--- config.mk ---
export PLATFORM = sky130hd
export DESIGN_NAME = speed_table_writer
export DESIGN_NICKNAME = d
export VERILOG_FILES = /design/src/rtl/speed_table_writer.sv
export SDC_FILE = /design/constraint.sdc
export NUM_CORES = 1
export LEC_CHECK = 0
export ABC_AREA = 1
export CORE_MARGIN = 5
export CORE_UTILIZATION = 56
export DETAILED_ROUTE_END_ITERATION = 16
export DONT_BUFFER_PORTS = 1
export PLACE_DENSITY_LB_ADDON = 0.2
export SLEW_MARGIN = 10
export SYNTH_ARGS = -nofsm -noshare
export SYNTH_HDL_FRONTEND = slang
export SYNTH_SLANG_ARGS = --single-unit
--- constraint.sdc ---
create_clock -name CLOCK_50 -period 1.25 [get_ports CLOCK_50]
set_input_delay 0.25 -clock CLOCK_50 [delete_from_list [all_inputs] [get_ports CLOCK_50]]
set_output_delay 0.25 -clock CLOCK_50 [all_outputs]
set_load 0.02 [all_outputs]
--- src/rtl/speed_table_writer.sv ---
// Debounced KEY press captures SW into the next table slot, then reads it back and
// reports done (match) or a sticky error (mismatch); write pointer wraps and sets full.
module speed_table_writer #(
   parameter int ADDR_W          = 3,
   parameter int DATA_W          = 8,
   parameter int DEBOUNCE_CYCLES = 500000
) (
   input  logic              CLOCK_50,
   input  logic              reset,
   input  logic              KEY_N,
   input  logic [DATA_W-1:0] SW,
   output logic [ADDR_W-1:0] mem_addr,
   output logic [DATA_W-1:0] mem_data,
   output logic              mem_wren,
   input  logic [DATA_W-1:0] mem_q,
   output logic              busy,
   output logic              done,
   output logic              error,
   output logic              full,
   output logic [ADDR_W-1:0] wr_ptr
);

   localparam int                CNT_W    = $clog2(DEBOUNCE_CYCLES);
   localparam logic [CNT_W-1:0]  CNT_LAST = CNT_W'(DEBOUNCE_CYCLES - 1);

   typedef enum logic [1:0] {
      S_IDLE,
      S_WRITE,
      S_READ,
      S_CHECK
   } state_e;

   state_e              state_q, state_d;
   logic                key_meta_q, key_sync_q;
   logic                key_db_q, key_db_d, key_db_prev_q;
   logic [CNT_W-1:0]    cnt_q, cnt_d;
   logic                press_event;
   logic [DATA_W-1:0]   data_q, data_d;
   logic [ADDR_W-1:0]   wr_ptr_q, wr_ptr_d;
   logic                done_q, done_d;
   logic                error_q, error_d;
   logic                full_q, full_d;
   logic                match;

   // Debounced level only follows the synced key after DEBOUNCE_CYCLES unbroken cycles of disagreement.
   always_comb begin
      // NOTE: every combinational output gets a default first, so no path can leave it unassigned and infer a latch.
      cnt_d    = '0;
      key_db_d = key_db_q;
      if (key_sync_q != key_db_q) begin
         if (cnt_q == CNT_LAST) begin
            key_db_d = key_sync_q;
         end else begin
            cnt_d = cnt_q + CNT_W'(1);
         end
      end
   end

   assign press_event = key_db_prev_q && !key_db_q;
   assign match       = (mem_q == data_q);

   always_comb begin
      state_d = state_q;
      case (state_q)
         S_IDLE:  if (press_event) state_d = S_WRITE;
         S_WRITE: state_d = S_READ;
         S_READ:  state_d = S_CHECK;
         S_CHECK: state_d = S_IDLE;
         default: state_d = S_IDLE;
      endcase
   end

   always_comb begin
      mem_wren = (state_q == S_WRITE);
      busy     = (state_q != S_IDLE);
   end

   // Presses arriving while busy are simply ignored: data is only latched from IDLE.
   always_comb begin
      data_d   = data_q;
      wr_ptr_d = wr_ptr_q;
      done_d   = 1'b0;
      error_d  = error_q;
      full_d   = full_q;
      if (state_q == S_IDLE && press_event) begin
         data_d = SW;
      end
      if (state_q == S_CHECK) begin
         if (match) begin
            done_d   = 1'b1;
            wr_ptr_d = wr_ptr_q + ADDR_W'(1);
            if (wr_ptr_q == '1) full_d = 1'b1;
         end else begin
            error_d = 1'b1;
         end
      end
   end

   // NOTE: the table RAM lives outside this block and is never cleared; only pointer, flags and FSM restart.
   always_ff @(posedge CLOCK_50) begin
      if (reset) begin
         state_q       <= S_IDLE;
         key_meta_q    <= 1'b1;
         key_sync_q    <= 1'b1;
         key_db_q      <= 1'b1;
         key_db_prev_q <= 1'b1;
         cnt_q         <= '0;
         data_q        <= '0;
         wr_ptr_q      <= '0;
         done_q        <= 1'b0;
         error_q       <= 1'b0;
         full_q        <= 1'b0;
      end else begin
         // NOTE: non-blocking updates so every register samples pre-edge values, like real flops.
         state_q       <= state_d;
         key_meta_q    <= KEY_N;
         key_sync_q    <= key_meta_q;
         key_db_q      <= key_db_d;
         key_db_prev_q <= key_db_q;
         cnt_q         <= cnt_d;
         data_q        <= data_d;
         wr_ptr_q      <= wr_ptr_d;
         done_q        <= done_d;
         error_q       <= error_d;
         full_q        <= full_d;
      end
   end

   assign mem_addr = wr_ptr_q;
   assign mem_data = data_q;
   assign wr_ptr   = wr_ptr_q;
   assign done     = done_q;
   assign error    = error_q;
   assign full     = full_q;

endmodule

==> flow_metrics.env, run 1 <==
export IMPL_status="finished with violations"
export IMPL_violations="setup timing"
export IMPL_synthCells=284
export IMPL_cts_tree="built"
export IMPL_io_pins=38
export IMPL_timing_hold_ws_ns=0.005917
export IMPL_worstHoldStart="reset"
export IMPL_vias=2118
export IMPL_clock_path_buffers=2
export IMPL_root_buffer="clkbuf_8"
export IMPL_diodes=0
export IMPL_core_um2=3606
export IMPL_place_ws_ns=-0.07096
export IMPL_min_path_cells=1
export IMPL_avgRoutedWirePerCell_um=15.50
export IMPL_drc=0
export IMPL_grt_use_total=0.2100
export IMPL_first_global_vias=1936
export IMPL_max_freq_mhz=732.9
export IMPL_fin_nets=375
export IMPL_critPathLaunch="cnt_q[0]"
export IMPL_cts_sinks=39
export IMPL_worst_r2r_cell_count=10
export IMPL_final_area_um2=2918
export IMPL_min_path_type="in2reg"
export IMPL_multi_input_area_um2=1276
export IMPL_critPathBufInv=2
export IMPL_grt_max_degree=18
export IMPL_setup_viol=16
export IMPL_power_density_nw_per_um2=973.6
export IMPL_critical_path_top_delay_family="simple AND/OR/NAND/NOR gates"
export IMPL_max_slew_margin=0.7847
export IMPL_worst_pin_slew_ns=0.3217
export IMPL_die_w_um=70.35
export IMPL_ys_ff_latch=39
export IMPL_clk_pin_slew_ns=0.08
export IMPL_grt_antenna_before_repair=0
export IMPL_yosys_area_top_type="dfxtp_1"
export IMPL_synth_top_area_frac=0.3828
export IMPL_gr_total_overflow=0
export IMPL_use_met1=0.2317
export IMPL_seq_area_frac_synth=0.3828
export IMPL_syn_area_um2=2039
export IMPL_rsz0062_at_grt="true"
export IMPL_cp_max_fo=4
export IMPL_nFillCells=233
export IMPL_ir_worst_vdd_mv=1.582
export IMPL_busiest_layer="met2"
export IMPL_seqCellArea_um2=817.0
export IMPL_p_leak_nw=1.255
export IMPL_grt_pass1_wl_mm=8.431
export IMPL_r2r_start="cnt_q[0]"
export IMPL_start_util=0.5656
export IMPL_max_stage_delay_ns=0.40
export IMPL_synthDistinctLibCells=30
export IMPL_path_cells="ha_4 -> nand3_4 -> inv_4 -> nand2_4 -> inv_4 -> nand2_4 -> nor2_4 -> nand2_1 -> nand3_1 -> nor2_1"
export IMPL_cts_buffers=5
export IMPL_path_depth=10
export IMPL_drt_iter0_drc=125
export IMPL_ys_warn_count=0
export IMPL_critical_path_class="reg2reg"
export IMPL_synth_avg_cell_area_um2=7.181
export IMPL_place_congestion=0.8405
export IMPL_rows=22
export IMPL_viasPerCell=5.335
export IMPL_portBuffers=0
export IMPL_fin_crit_ns=1.365
export IMPL_finalCritPeriodShare=1.092
export IMPL_layout_setup_ws_ns=-0.1145
export IMPL_place_area_um2=2357
export IMPL_crit_path_start_kind="flop"
export IMPL_first_pass_iters=5
export IMPL_die_y_um=70.35
export IMPL_endpoint_kind="flop"
export IMPL_cp_slowest_cell="dfxtp_4"
export IMPL_hpwlAfterDp_mm=3.320
export IMPL_ant_nets=0
export IMPL_hold_viol=0
export IMPL_syn_nets=311
export IMPL_grt_use_met3=0.04604
export IMPL_die_area_um2=4949
export IMPL_clk_latency_ns=0.30
export IMPL_htreeDepth=2
export IMPL_drt_total_wl_mm=6.155
export IMPL_skew_ns=0.01146
export IMPL_yosys_top_cells_area="dfxtp_1 (38%), nand2_1 (12%), inv_1 (7.9%)"
export IMPL_maxCapViolations=0
export IMPL_critical_path_arrival_ns=1.57
export IMPL_synthToLayoutAreaGrowth_pct=43.07
export IMPL_finalMaxSlewViolations=0
export IMPL_use_met2=0.3857
export IMPL_cp_required_ns=1.45
export IMPL_drive_above_1_share=0.4642
-- metal layers --
layer,up-vias,share of wire
met5,-,0
met4,0,0.041
met3,29,0.061
met2,86,0.51
met1,984,0.39
li1,1019,-
-- cell usage after synthesis --
master and n:
nand3_2 4, nand4_1 10, nor2_1 27, clkbuf_1 1, or2_2 2, clkinv_1 1, a21oi_1 16, a211oi_1 1
buf_12 1, a21oi_2 1, nand2_4 1, buf_2 1, buf_4 3, dfxtp_1 39, ha_1 8, nand2_2 3
inv_1 43, xnor2_1 2, nand2_1 64, o21ai_1 1, o21bai_2 1, o21ai_0 10, inv_2 4, nand3_1 13
nor3_2 1, nor3_1 4, xor2_1 7, nor2_2 13, nor3_4 1, or2_0 1
-- timing repair --
item / 4_1_cts / 5_1_grt
setup endpoints to repair: 25 / 34
resized for setup: 32 / 62
hold endpoints to repair: 0 / 1
pin swaps: 5 / 28
hold buffers: 0 / 1
buffers inserted: 6 / 14
cloned: 0 / 2
-- worst paths after layout --
kind | endpoint | slack [ns]
setup / recovery | cnt_q[16] | -0.11
hold / removal | error | 0.006
setup reg to reg | cnt_q[16] | -0.11
hold reg to reg | key_sync_q | 0.46
-- layout by cell type (no fill, tap or decap), drive strengths merged --
master / netlist / layout
nor3: 6 / 6
clkinv: 1 / 2
o21ai: 11 / 11
buf: 5 / 60
nand3: 17 / 17
clkinvlp: 0 / 2
dlygate4sd3: 0 / 1
inv: 47 / 47
o21bai: 1 / 1
or2: 3 / 3
xnor2: 2 / 2
nor2: 40 / 40
a21oi: 17 / 17
xor2: 7 / 7
ha: 8 / 8
nand2: 68 / 70
dfxtp: 39 / 39
clkbuf: 1 / 5
a211oi: 1 / 1
nand4: 10 / 10
-- layout make-up --
type,instances,area share
inverters,48,0.06432
well taps,48,0.02058
clock buffers,5,0.02358
repair buffers,61,0.1672
multi-input cells,193,0.4374
flip-flops and latches,39,0.2800
clock inverters,3,0.006861
-- kinds of logic after synthesis --
logic type,after synthesis,share of synthesized area
flops,39,0.3828
simple gates,144,0.3362
fa+ha+maj,8,0.04908
buf+inv,54,0.1135
compound gates,30,0.07976
xor+xnor,9,0.03865
-- power by group --
group | switching (mW) | leakage [nW] | internal (mW)
sequential | 0.0382 | 0.326 | 1.27
clock | 0.476 | 0.0402 | 0.388
combinational | 0.346 | 0.888 | 0.319
-- state kept, by name (all words and copies together) (netlist names), 2 cells and up --
| register | count |
|---|---|
| mem_data | 8 |
| mem_addr | 3 |
| state_q | 2 |
| cnt_q | 19 |
-- stage by stage --
stage	power (mW)	utilization	setup TNS, ns	std cells
6_report	2.841	0.8092	-0.5299	397
5_1_grt	2.968	0.8092	-1.967	397
4_1_cts	2.687	0.7228	-0.01958	380
3_5_place_dp	1.716	0.6537	-0.8770	366
3_3_place_gp	1.704	0.6537	-0.09498	366
2_1_floorplan	1.592	-	0	284
Note: power is estimated with default switching activity, not from simulation.
==> inputs of run 2 (changes only) <==
--- a/config.mk
+++ b/config.mk
@@ -6,8 +6,10 @@
 export NUM_CORES = 1
 export LEC_CHECK = 0
 export ABC_AREA = 1
+export CELL_PAD_IN_SITES_DETAIL_PLACEMENT = 1
+export CELL_PAD_IN_SITES_GLOBAL_PLACEMENT = 1
 export CORE_MARGIN = 5
-export CORE_UTILIZATION = 56
+export CORE_UTILIZATION = 40
 export DETAILED_ROUTE_END_ITERATION = 16
 export DONT_BUFFER_PORTS = 1
 export PLACE_DENSITY_LB_ADDON = 0.2
==> flow_metrics.env, run 2 (synthesis results as in run 1) <==
export IMPL_status="finished with violations"
export IMPL_violations="setup timing"
export IMPL_power_density_nw_per_um2=1087
export IMPL_cts_buffers=5
export IMPL_clk_latency_ns=0.30
export IMPL_path_cells="nand4_1 -> nor2_4 -> nand3_4 -> buf_4 -> nand2_1 -> nand3_1"
export IMPL_clock_path_buffers=2
export IMPL_drt_iter0_drc=96
export IMPL_layout_setup_ws_ns=-0.1865
export IMPL_fin_nets=367
export IMPL_critical_path_class="reg2reg"
export IMPL_cp_max_fo=3
export IMPL_fin_crit_ns=1.436
export IMPL_hold_viol=0
export IMPL_clk_pin_slew_ns=0.09
export IMPL_worst_r2r_cell_count=6
export IMPL_worstHoldStart="reset"
export IMPL_r2r_start="cnt_q[8]"
export IMPL_setup_viol=22
export IMPL_drive_above_1_share=0.4809
export IMPL_p_leak_nw=1.244
export IMPL_diodes=0
export IMPL_use_met2=0.3363
export IMPL_grt_use_met3=0.05211
export IMPL_place_congestion=0.7796
export IMPL_max_freq_mhz=696.1
export IMPL_hpwlAfterDp_mm=4.094
export IMPL_busiest_layer="met2"
export IMPL_root_buffer="clkbuf_8"
export IMPL_endpoint_kind="flop"
export IMPL_vias=2071
export IMPL_critical_path_arrival_ns=1.61
export IMPL_grt_pass1_wl_mm=9.321
export IMPL_cp_slowest_cell="dfxtp_1"
export IMPL_start_util=0.4045
export IMPL_synthToLayoutAreaGrowth_pct=45.52
export IMPL_ir_worst_vdd_mv=1.095
export IMPL_grt_max_degree=18
export IMPL_tns_ns=-0.9083
export IMPL_mostFrequentLayoutCells="nand2_1 (52), buf_4 (45), inv_1 (30)"
export IMPL_worst_pin_slew_ns=0.3874
export IMPL_htreeDepth=2
export IMPL_cts_tree="built"
export IMPL_skew_ns=0.008143
export IMPL_avgRoutedWirePerCell_um=17.26
export IMPL_use_met1=0.1974
export IMPL_instances_no_fill=411
export IMPL_core_um2=5042
export IMPL_cts_sinks=39
export IMPL_place_ws_ns=-0.08706
export IMPL_largest_register="cnt_q"
export IMPL_cp_required_ns=1.42
export IMPL_viasPerCell=5.039
export IMPL_min_path_cells=1
export IMPL_gr_total_overflow=0
export IMPL_grt_use_total=0.1826
export IMPL_min_path_type="in2reg"
export IMPL_finalCritPeriodShare=1.149
export IMPL_die_w_um=81.41
export IMPL_drt_total_wl_mm=7.092
export IMPL_r2r_slack_ns=-0.19
export IMPL_worstReg2RegEnd="key_db_q"
export IMPL_rows=26
export IMPL_die_y_um=81.41
export IMPL_max_stage_delay_ns=0.41
export IMPL_portBuffers=0
export IMPL_dpl_cell_count=393
export IMPL_rsz0062_at_grt="true"
export IMPL_ant_nets=0
export IMPL_finalMaxSlewViolations=0
export IMPL_max_slew_margin=0.7412
export IMPL_io_pins=38
export IMPL_grt_antenna_before_repair=0
export IMPL_first_global_vias=2099
export IMPL_drc=0
export IMPL_whs_endpoint="done"
export IMPL_crit_path_start_kind="flop"
export IMPL_first_pass_iters=4
export IMPL_maxCapViolations=0
export IMPL_final_common_cell="nand2_1"
export IMPL_timing_hold_ws_ns=0.009033
export IMPL_largest_reg_flops=19
export IMPL_die_area_um2=6627
-- run 2: repair_timing --
action | 4_1_cts | 5_1_grt
hold buffers | 0 | 0
endpoints found under the setup margin | 27 | 34
gates cloned | 0 | 1
gates resized for setup | 25 | 84
pin swaps | 5 | 40
setup buffers | 2 | 7
-- run 2: worst max-delay path by stage --
stage / start / to / cells after the start
2_1_floorplan: cnt_q[1] / cnt_q[15] / 7
3_3_place_gp: cnt_q[4] / cnt_q[15] / 5
3_5_place_dp: cnt_q[1] / cnt_q[16] / 10
4_1_cts: cnt_q[1] / cnt_q[16] / 10
5_1_grt: cnt_q[8] / key_db_q / 6
6_report: cnt_q[8] / key_db_q / 6
-- run 2: layout make-up --
cell class / count / area (µm²)
Clock buffer: 5 / 68.82
Clock inverter: 3 / 67.56
Fill cell: 618 / 2074
Inverter: 48 / 192.7
Multi-Input combinational cell: 192 / 1286
Sequential cell: 39 / 817.0
Tap cell: 70 / 87.58
Timing Repair Buffer: 54 / 447.9
-- run 2: report_power, final --
part / internal (mW) / switching, mW / leakage, nW
registers: 1.28 / 0.0410 / 0.326
clock network: 0.797 / 0.508 / 0.0644
logic: 0.281 / 0.323 / 0.854
total: 2.36 / 0.872 / 1.24
-- run 2: layer usage --
| metal | routed length (µm) | vias up |
|---|---|---|
| met1 | 2840 | 1012 |
| met5 | 0 | - |
| met4 | 195 | 0 |
| met2 | 3777 | 43 |
| li1 | - | 997 |
| met3 | 279 | 19 |
-- run 2: through the flow --
| step | area (µm²) | power (mW) | utilization |
|---|---|---|---|
| after floorplan | 2048 | 1.592 | - |
| after global placement | 2435 | 1.743 | 0.4829 |
| after detailed placement | 2435 | 1.765 | 0.4829 |
| after CTS | 2664 | 3.156 | 0.5283 |
| after global routing | 2968 | 3.364 | 0.5886 |
| final | 2968 | 3.228 | 0.5886 |
-- run 2: critical path: cells and delay by family (launching register included) --
| kind | cells | cell delay, ns |
|---|---|---|
| AND/OR/NAND/NOR | 5 | 0.71 |
| flip-flops | 1 | 0.41 |
| buffers and inverters | 1 | 0.19 |
